$ cat config.mk
export PLATFORM = sky130hd
export DESIGN_NAME = mips_ex_stage_flat
export DESIGN_NICKNAME = d
export VERILOG_FILES = /design/src/rtl/mips_ex_stage_if.sv /design/src/rtl/mips_ex_stage.sv /design/src/flat_wrapper.sv
export SDC_FILE = /design/constraint.sdc
export NUM_CORES = 1
export LEC_CHECK = 0
export BUFFER_PORTS_ARGS = -buffer_cell sky130_fd_sc_hd__buf_2
export CORE_AREA = 2 2 305 307
export DETAILED_ROUTE_END_ITERATION = 16
export DIE_AREA = 0 0 307 309
export PLACE_DENSITY = 0.47
export SETUP_SLACK_MARGIN = 0.3
export SYNTH_ARGS = -nofsm -noshare
export SYNTH_HDL_FRONTEND = slang
export SYNTH_SLANG_ARGS = --single-unit
$ cat constraint.sdc
create_clock -name CLK -period 9.11 [get_ports CLK]
set_input_delay 1.822 -clock CLK [delete_from_list [all_inputs] [get_ports CLK]]
set_output_delay 1.822 -clock CLK [all_outputs]
set_load 0.05 [all_outputs]
$ cat src/rtl/mips_ex_stage_if.sv
// ID/EX-to-EX/MEM bus of the MIPS execute stage, plus the MEM/WB forwarding
// inputs and the stall output back to the front end.
interface mips_ex_stage_if;
    logic        MemReadEX, MemwriteEX, MemtoregEX, RegWriteEX, RegDstEX, ALUsrcEX;
    logic [1:0]  ALUOPEX;
    logic [31:0] ReadData1EX, ReadData2EX, ImmExtEX;
    logic [4:0]  RsEX, RtEX, RdEX;
    logic        RegWriteWB;
    logic [4:0]  WriteRegWB;
    logic [31:0] WriteDataWB;
    logic [31:0] ALUResultMEM, WriteDataMEM;
    logic [4:0]  WriteRegMEM;
    logic        MemReadMEM, MemwriteMEM, MemtoregMEM, RegWriteMEM, ZeroMEM;
    logic        StallEX;

    modport master (
        output MemReadEX, MemwriteEX, MemtoregEX, RegWriteEX, RegDstEX, ALUsrcEX,
        output ALUOPEX, ReadData1EX, ReadData2EX, ImmExtEX, RsEX, RtEX, RdEX,
        output RegWriteWB, WriteRegWB, WriteDataWB,
        input  ALUResultMEM, WriteDataMEM, WriteRegMEM,
        input  MemReadMEM, MemwriteMEM, MemtoregMEM, RegWriteMEM, ZeroMEM, StallEX
    );

    modport slave (
        input  MemReadEX, MemwriteEX, MemtoregEX, RegWriteEX, RegDstEX, ALUsrcEX,
        input  ALUOPEX, ReadData1EX, ReadData2EX, ImmExtEX, RsEX, RtEX, RdEX,
        input  RegWriteWB, WriteRegWB, WriteDataWB,
        output ALUResultMEM, WriteDataMEM, WriteRegMEM,
        output MemReadMEM, MemwriteMEM, MemtoregMEM, RegWriteMEM, ZeroMEM, StallEX
    );
endinterface

$ cat src/rtl/mips_ex_stage.sv
// MIPS execute stage: operand forwarding, ALU with R-type decode, iterative
// signed 32x32 multiplier into HI/LO, and the EX/MEM pipeline register.
module mips_ex_stage (
    input  logic          CLK,
    input  logic          RST_N,
    mips_ex_stage_if.slave bus
);
    typedef enum logic [1:0] {IDLE, BUSY, DONE} multState_t;

    multState_t         state;
    logic [4:0]         iterCnt;
    logic [31:0]        hiReg, loReg;
    logic [63:0]        mcand, acc, partial;
    logic [31:0]        mplier;
    logic               prodNeg;

    logic signed [31:0] opA, fwdB, opB, aluRes;
    logic [5:0]         funct;
    logic               isMult, badFunct, stallEx;

    function automatic logic [31:0] absVal(input logic signed [31:0] v);
        return v[31] ? 32'(-v) : 32'(v);
    endfunction

    function automatic logic [63:0] applySign(input logic [63:0] mag, input logic neg);
        return neg ? (~mag + 64'd1) : mag;
    endfunction

    // EX/MEM wins over MEM/WB; register 0 is never forwarded.
    always_comb begin
        opA = bus.ReadData1EX;
        if (bus.RegWriteMEM && bus.WriteRegMEM != 5'd0 && bus.WriteRegMEM == bus.RsEX)
            opA = bus.ALUResultMEM;
        else if (bus.RegWriteWB && bus.WriteRegWB != 5'd0 && bus.WriteRegWB == bus.RsEX)
            opA = bus.WriteDataWB;

        fwdB = bus.ReadData2EX;
        if (bus.RegWriteMEM && bus.WriteRegMEM != 5'd0 && bus.WriteRegMEM == bus.RtEX)
            fwdB = bus.ALUResultMEM;
        else if (bus.RegWriteWB && bus.WriteRegWB != 5'd0 && bus.WriteRegWB == bus.RtEX)
            fwdB = bus.WriteDataWB;

        opB = bus.ALUsrcEX ? bus.ImmExtEX : fwdB;
    end

    assign funct = bus.ImmExtEX[5:0];

    always_comb begin
        aluRes   = '0;
        isMult   = 1'b0;
        badFunct = 1'b0;
        case (bus.ALUOPEX)
            2'b00: aluRes = opA + opB;
            2'b01: aluRes = opA - opB;
            2'b11: aluRes = opA | opB;
            default: begin
                case (funct)
                    6'h20: aluRes = opA + opB;
                    6'h22: aluRes = opA - opB;
                    6'h24: aluRes = opA & opB;
                    6'h25: aluRes = opA | opB;
                    6'h2A: aluRes = {31'd0, (opA < opB)};
                    6'h18: isMult = 1'b1;
                    6'h10: aluRes = hiReg;
                    6'h12: aluRes = loReg;
                    default: badFunct = 1'b1;
                endcase
            end
        endcase
    end

    // Stall covers the decode cycle and all BUSY cycles; DONE releases the front end.
    assign stallEx     = RST_N && ((state == IDLE && isMult) || state == BUSY);
    assign bus.StallEX = stallEx;
    assign partial     = mplier[0] ? mcand : 64'd0;

    always_ff @(posedge CLK) begin
        if (!RST_N) begin
            state   <= IDLE;
            iterCnt <= '0;
            hiReg   <= '0;
            loReg   <= '0;
        end else begin
            case (state)
                IDLE: if (isMult) begin
                    mcand   <= {32'd0, absVal(opA)};
                    mplier  <= absVal(fwdB);
                    acc     <= '0;
                    prodNeg <= opA[31] ^ fwdB[31];
                    iterCnt <= '0;
                    state   <= BUSY;
                end
                BUSY: begin
                    acc     <= acc + partial;
                    mcand   <= mcand << 1;
                    mplier  <= mplier >> 1;
                    iterCnt <= iterCnt + 5'd1;
                    if (iterCnt == 5'd31) begin
                        {hiReg, loReg} <= applySign(acc + partial, prodNeg);
                        state          <= DONE;
                    end
                end
                default: state <= IDLE;
            endcase
        end
    end

    // EX/MEM register: bubbles keep data and clear every control bit.
    always_ff @(posedge CLK) begin
        if (!RST_N) begin
            bus.ALUResultMEM <= '0;
            bus.WriteDataMEM <= '0;
            bus.WriteRegMEM  <= '0;
            bus.MemReadMEM   <= 1'b0;
            bus.MemwriteMEM  <= 1'b0;
            bus.MemtoregMEM  <= 1'b0;
            bus.RegWriteMEM  <= 1'b0;
            bus.ZeroMEM      <= 1'b0;
        end else if (stallEx || state == DONE) begin
            bus.MemReadMEM   <= 1'b0;
            bus.MemwriteMEM  <= 1'b0;
            bus.MemtoregMEM  <= 1'b0;
            bus.RegWriteMEM  <= 1'b0;
            bus.ZeroMEM      <= 1'b0;
        end else begin
            bus.ALUResultMEM <= aluRes;
            bus.WriteDataMEM <= fwdB;
            bus.WriteRegMEM  <= bus.RegDstEX ? bus.RdEX : bus.RtEX;
            bus.MemReadMEM   <= bus.MemReadEX && !badFunct;
            bus.MemwriteMEM  <= bus.MemwriteEX && !badFunct;
            bus.MemtoregMEM  <= bus.MemtoregEX;
            bus.RegWriteMEM  <= bus.RegWriteEX && !badFunct && !isMult;
            bus.ZeroMEM      <= (aluRes == 32'sd0);
        end
    end
endmodule

$ cat src/flat_wrapper.sv
// flat-port wrapper written by rule: the top's interface ports become plain ports
module mips_ex_stage_flat 
  (CLK, RST_N, bus_MemReadEX, bus_MemwriteEX, bus_MemtoregEX, bus_RegWriteEX, bus_RegDstEX, bus_ALUsrcEX, bus_ALUOPEX, bus_ReadData1EX, bus_ReadData2EX, bus_ImmExtEX, bus_RsEX, bus_RtEX, bus_RdEX, bus_RegWriteWB, bus_WriteRegWB, bus_WriteDataWB, bus_ALUResultMEM, bus_WriteDataMEM, bus_WriteRegMEM, bus_MemReadMEM, bus_MemwriteMEM, bus_MemtoregMEM, bus_RegWriteMEM, bus_ZeroMEM, bus_StallEX);
  mips_ex_stage_if bus_i ();
  input  logic CLK;
  input  logic RST_N;
  input wire logic [$bits(bus_i.MemReadEX)-1:0] bus_MemReadEX;
  input wire logic [$bits(bus_i.MemwriteEX)-1:0] bus_MemwriteEX;
  input wire logic [$bits(bus_i.MemtoregEX)-1:0] bus_MemtoregEX;
  input wire logic [$bits(bus_i.RegWriteEX)-1:0] bus_RegWriteEX;
  input wire logic [$bits(bus_i.RegDstEX)-1:0] bus_RegDstEX;
  input wire logic [$bits(bus_i.ALUsrcEX)-1:0] bus_ALUsrcEX;
  input wire logic [$bits(bus_i.ALUOPEX)-1:0] bus_ALUOPEX;
  input wire logic [$bits(bus_i.ReadData1EX)-1:0] bus_ReadData1EX;
  input wire logic [$bits(bus_i.ReadData2EX)-1:0] bus_ReadData2EX;
  input wire logic [$bits(bus_i.ImmExtEX)-1:0] bus_ImmExtEX;
  input wire logic [$bits(bus_i.RsEX)-1:0] bus_RsEX;
  input wire logic [$bits(bus_i.RtEX)-1:0] bus_RtEX;
  input wire logic [$bits(bus_i.RdEX)-1:0] bus_RdEX;
  input wire logic [$bits(bus_i.RegWriteWB)-1:0] bus_RegWriteWB;
  input wire logic [$bits(bus_i.WriteRegWB)-1:0] bus_WriteRegWB;
  input wire logic [$bits(bus_i.WriteDataWB)-1:0] bus_WriteDataWB;
  output wire logic [$bits(bus_i.ALUResultMEM)-1:0] bus_ALUResultMEM;
  output wire logic [$bits(bus_i.WriteDataMEM)-1:0] bus_WriteDataMEM;
  output wire logic [$bits(bus_i.WriteRegMEM)-1:0] bus_WriteRegMEM;
  output wire logic [$bits(bus_i.MemReadMEM)-1:0] bus_MemReadMEM;
  output wire logic [$bits(bus_i.MemwriteMEM)-1:0] bus_MemwriteMEM;
  output wire logic [$bits(bus_i.MemtoregMEM)-1:0] bus_MemtoregMEM;
  output wire logic [$bits(bus_i.RegWriteMEM)-1:0] bus_RegWriteMEM;
  output wire logic [$bits(bus_i.ZeroMEM)-1:0] bus_ZeroMEM;
  output wire logic [$bits(bus_i.StallEX)-1:0] bus_StallEX;
  assign bus_i.MemReadEX = bus_MemReadEX;
  assign bus_i.MemwriteEX = bus_MemwriteEX;
  assign bus_i.MemtoregEX = bus_MemtoregEX;
  assign bus_i.RegWriteEX = bus_RegWriteEX;
  assign bus_i.RegDstEX = bus_RegDstEX;
  assign bus_i.ALUsrcEX = bus_ALUsrcEX;
  assign bus_i.ALUOPEX = bus_ALUOPEX;
  assign bus_i.ReadData1EX = bus_ReadData1EX;
  assign bus_i.ReadData2EX = bus_ReadData2EX;
  assign bus_i.ImmExtEX = bus_ImmExtEX;
  assign bus_i.RsEX = bus_RsEX;
  assign bus_i.RtEX = bus_RtEX;
  assign bus_i.RdEX = bus_RdEX;
  assign bus_i.RegWriteWB = bus_RegWriteWB;
  assign bus_i.WriteRegWB = bus_WriteRegWB;
  assign bus_i.WriteDataWB = bus_WriteDataWB;
  assign bus_ALUResultMEM = bus_i.ALUResultMEM;
  assign bus_WriteDataMEM = bus_i.WriteDataMEM;
  assign bus_WriteRegMEM = bus_i.WriteRegMEM;
  assign bus_MemReadMEM = bus_i.MemReadMEM;
  assign bus_MemwriteMEM = bus_i.MemwriteMEM;
  assign bus_MemtoregMEM = bus_i.MemtoregMEM;
  assign bus_RegWriteMEM = bus_i.RegWriteMEM;
  assign bus_ZeroMEM = bus_i.ZeroMEM;
  assign bus_StallEX = bus_i.StallEX;
  mips_ex_stage u_core (.CLK(CLK), .RST_N(RST_N), .bus(bus_i));
endmodule
==> impl_results.rst <==
.. list-table::
   :header-rows: 1

   * - Metric
     - Value
   * - HP Class
     - flip-flop to flip-flop
   * - TritonCTS clock tree
     - done
   * - Gate Count Post-Synth
     - 3529
   * - Die width
     - 307 um
   * - Global-route congestion overflow total
     - 0
   * - Distinct cell type count after synthesis
     - 94
   * - RR Endpoint
     - u_core.bus.ZeroMEM
   * - Maximum number of pins on one net before global-route repair
     - 106
   * - Proportion of synthesized chip area in sequential cells
     - 28.3%
   * - Area added between synthesis and finish
     - 14.6%
   * - Endpoint of the worst hold-timing path
     - u_core.hiReg[12]
   * - Largest vdd supply drop
     - 0.123 mV
   * - Total number of vias
     - 28400
   * - Vias per cell
     - 5.79
   * - Routed wire per std cell
     - 26.8 um
   * - Met3 WL post-DR
     - 8190 um
   * - Number of placement rows
     - 111
   * - Clock slew at reported path FFs
     - 0.06 ns
   * - Ratio of cells with drive above 1 in the final layout
     - 12.7%
   * - Post-synthesis register bit count
     - 306
   * - Hold Fails Final Rpt
     - 0
   * - Via count of the first global-routing pass
     - 26600
   * - R2R Path Start
     - u_core.bus.WriteRegMEM[1]
   * - Fraction of the cycle the final worst path needs
     - 88.9%
   * - Worst Setup End Kind
     - flip-flop
   * - Sum of net half-perimeters after detailed placement
     - 105000 um
   * - Per-instance average area after synthesis
     - 7.74 sq um
   * - Total DRC errors in the routed layout
     - 0
   * - Sink Count
     - 306
   * - Minimum clock period
     - 8.10 ns
   * - Cell count after placement
     - 4825
   * - Primary flip-flop cell chosen by synthesis mapping
     - sky130_fd_sc_hd__edfxtp_1
   * - Setup slack on the worst flop-to-flop path
     - 1.65 ns
   * - Status
     - complete, no violations
   * - Slew Viols, Final
     - 0
   * - Number of nets still failing antenna checks after routing
     - 0
   * - Standard cell core area
     - 91400 sq um
   * - Number of warnings reported in the yosys synthesis log
     - 0
   * - Core occupancy in the finished layout
     - 34.3%
   * - Number of buffers added on ports
     - 233
   * - CTS-repair resized insts
     - 0
   * - H-tree lvl count
     - 2
   * - Power density cells
     - 138 nW/um^2
   * - Setup TNS
     - 0 ns
   * - WL final
     - 131000 um
   * - Cell at the root of the clock tree
     - sky130_fd_sc_hd__clkbuf_16
   * - Post-layout nets
     - 4014
   * - Data required time of the critical path
     - 9.59 ns
   * - Static leakage
     - 12.4 nW
   * - Critical path class
     - input pin to flip-flop
   * - Netlist area before placement
     - 27300 sq um
   * - CTS Buf Count
     - 40
   * - Met2 wire len
     - 58300 um
   * - First-pass GRT wire length
     - 188000 um
   * - Max-slew headroom
     - 23.9%
   * - Count of fill cells added during filler insertion
     - 9837
   * - CTS Hold Buffers Added
     - 0
   * - Achievable frequency
     - 123 MHz
   * - Number of enable-type register cells in the synthesized netlist
     - 161
   * - Clk_skew
     - 0.0383 ns
   * - Top fanout value on the critical path
     - 27
   * - Count of placed standard cells in the final layout, fillers left out
     - 4902
   * - First-pass iteration count of the detailed router
     - 8
   * - Number of buffers between clock root and the deepest sink
     - 3
   * - Initial antenna violation count
     - 11
   * - Initial Util
     - 29.9%
   * - Violation count after the first detailed-routing iteration
     - 3004
   * - Net count after synthesis
     - 3862
   * - Hold depth
     - 2
   * - Ys async rst share
     - 0%
   * - Logic depth of the worst register-to-register path
     - 23
   * - I/O pin total
     - 234
   * - Later-pin clock latency in the skew report
     - 0.59 ns
   * - Worst Max-Slew Pin Slew
     - 1.13 ns
   * - Highest metal used
     - met5
   * - GRT Total Usage
     - 26.7%
   * - Overall die area
     - 94900 sq um
   * - Endpoints failing setup
     - 0
   * - Number of maximum-capacitance violations
     - 0
   * - Crit path launch type
     - input pin
   * - Worst path arrival time
     - 8.58 ns
   * - Die Y
     - 309 um
   * - Setup repair after global routing missed its margin
     - no
   * - Weighted congestion at the end of routability-driven global placement
     - 1.01
   * - Critical hold path startpoint
     - u_core.hiReg[12]
   * - Setup repair bufs after CTS
     - 0
   * - Wire length on met1
     - 59300 um
[flip-flops by register name (all words and copies together) (netlist names), 5 cells and up]
signal and flops:
u_core.loReg 32, u_core.mcand 64, u_core.bus.ALUResultMEM 32, u_core.acc 64, u_core.iterCnt 5, u_core.bus.WriteRegMEM 5
u_core.hiReg 32, u_core.mplier 32, u_core.bus.WriteDataMEM 32
[final cells by class]
| class | count | area (sq um) | share of cell area, % |
|---|---|---|---|
| Antenna cell | 4 | 10.0 | 0.0320 |
| Clock buffer | 49 | 1080 | 3.44 |
| Clock inverter | 24 | 230 | 0.735 |
| Inverter | 133 | 507 | 1.62 |
| Multi-Input combinational cell | 2865 | 18300 | 58.5 |
| Sequential cell | 306 | 7740 | 24.7 |
| Tap cell | 1186 | 1480 | 4.74 |
| Timing Repair Buffer | 335 | 1960 | 6.25 |
[logic make-up (layout without fill, tap and decap cells)]
group | Yosys count | after routing | share of synthesized area (%)
xor+xnor | 214 | 214 | 6.89
simple gates | 1282 | 1282 | 22.4
compound gates | 1110 | 1110 | 26.2
buf+inv | 358 | 541 | 4.96
mux | 85 | 85 | 3.23
other cells | 0 | 4 | 0
flops | 306 | 306 | 28.3
fa+ha+maj | 174 | 174 | 8.05
[routing by layer]
metal	vias up	track usage, %
li1	13300	-
met4	4	10.5
met2	1035	41.8
met1	13800	36.9
met3	234	3.73
met5	-	0
[Yosys cell counts, types with 26 or more instances]
library cell               instances  share of area (%)
sky130_fd_sc_hd__xor2_1           57                1.8
sky130_fd_sc_hd__and2_1           99                2.3
sky130_fd_sc_hd__dfxtp_1         145                 11
sky130_fd_sc_hd__a21o_1           51                1.4
sky130_fd_sc_hd__clkbuf_1        198                2.7
sky130_fd_sc_hd__nand3_1          53               0.97
sky130_fd_sc_hd__nand2b_1         26               0.60
sky130_fd_sc_hd__o211ai_1         26               0.71
sky130_fd_sc_hd__nor2_1          358                4.9
sky130_fd_sc_hd__xnor2_1         156                5.0
sky130_fd_sc_hd__a21oi_1         288                5.3
sky130_fd_sc_hd__ha_1            171                7.8
sky130_fd_sc_hd__nand2_1         388                5.3
sky130_fd_sc_hd__nor3_1           87                1.6
sky130_fd_sc_hd__nand4_1          62                1.4
sky130_fd_sc_hd__and3_1           52                1.2
sky130_fd_sc_hd__or3_1            35               0.80
sky130_fd_sc_hd__o21a_1           28               0.77
sky130_fd_sc_hd__o21ai_0         273                5.0
sky130_fd_sc_hd__o31ai_1          46                1.3
sky130_fd_sc_hd__nor4_1           37               0.85
sky130_fd_sc_hd__mux2i_1          63                2.3
sky130_fd_sc_hd__a31oi_1          52                1.2
sky130_fd_sc_hd__edfxtp_1        161                 18
sky130_fd_sc_hd__inv_1           128                1.8
sky130_fd_sc_hd__a211oi_1         81                2.2
[cell usage in the layout (no fill, tap or decap), types with 100 or more instances in the layout]
master,n
sky130_fd_sc_hd__nand2_1,387
sky130_fd_sc_hd__nor2_1,357
sky130_fd_sc_hd__a21oi_1,286
sky130_fd_sc_hd__o21ai_0,273
sky130_fd_sc_hd__buf_2,233
sky130_fd_sc_hd__ha_1,171
sky130_fd_sc_hd__edfxtp_1,161
sky130_fd_sc_hd__xnor2_1,156
sky130_fd_sc_hd__dfxtp_1,145
sky130_fd_sc_hd__inv_1,126
sky130_fd_sc_hd__and2_1,100
sky130_fd_sc_hd__buf_4,100
[worst max-delay path, stage by stage]
cell and delay [ns]:
sky130_fd_sc_hd__buf_2 0.12, sky130_fd_sc_hd__or4_1 0.58, sky130_fd_sc_hd__o21ai_1 0.73, sky130_fd_sc_hd__nor3_2 0.14, sky130_fd_sc_hd__buf_4 0.35, sky130_fd_sc_hd__mux2i_1 0.30, sky130_fd_sc_hd__a21oi_1 0.40, sky130_fd_sc_hd__inv_1 0.13
sky130_fd_sc_hd__ha_1 0.59, sky130_fd_sc_hd__clkinv_1 0.42, sky130_fd_sc_hd__a21oi_1 0.55, sky130_fd_sc_hd__o21ai_0 0.32, sky130_fd_sc_hd__a31oi_1 0.20, sky130_fd_sc_hd__nand3_1 0.12, sky130_fd_sc_hd__a31oi_1 0.47, sky130_fd_sc_hd__o221ai_1 0.36
sky130_fd_sc_hd__a2111oi_0 0.51, sky130_fd_sc_hd__a41o_1 0.15, sky130_fd_sc_hd__a211oi_1 0.11, sky130_fd_sc_hd__nand4_1 0.15, sky130_fd_sc_hd__nor2_1 0.05
[report_power, final]
part / switching (W) / internal, W / total [W]
clock network: 0.000685 / 0.000955 / 0.00164
registers: 0.0000501 / 0.00148 / 0.00153
logic: 0.000786 / 0.000362 / 0.00115
[worst max-delay path by stage]
| stage | startpoint | to | slack, ns | cells after the start |
|---|---|---|---|---|
| after detailed placement | bus_WriteRegWB[0] | u_core.bus.ZeroMEM | 0.58 | 22 |
| after global routing | bus_WriteRegWB[0] | u_core.bus.ZeroMEM | 0.68 | 22 |
| after floorplan | bus_WriteRegWB[0] | u_core.bus.ZeroMEM | 1.25 | 24 |
| after global placement | bus_WriteRegWB[0] | u_core.bus.ZeroMEM | 0.55 | 22 |
| after CTS | bus_WriteRegWB[0] | u_core.bus.ZeroMEM | 1.17 | 22 |
| final | bus_WriteRegWB[0] | u_core.bus.ZeroMEM | 1.01 | 21 |
[through the flow]
stage	instance area (sq um)	hold slack (ns)	worst slack (ns)	power, W
after global placement	30000	0.442	0.554	0.00269
after floorplan	27300	0.431	1.25	0.00223
after detailed placement	30000	0.448	0.578	0.00268
final	31300	0.456	1.01	0.00432
after CTS	31300	0.457	1.17	0.00433
after global routing	31300	0.476	0.683	0.00447
No activity file was read; power rests on OpenSTA's default activity.
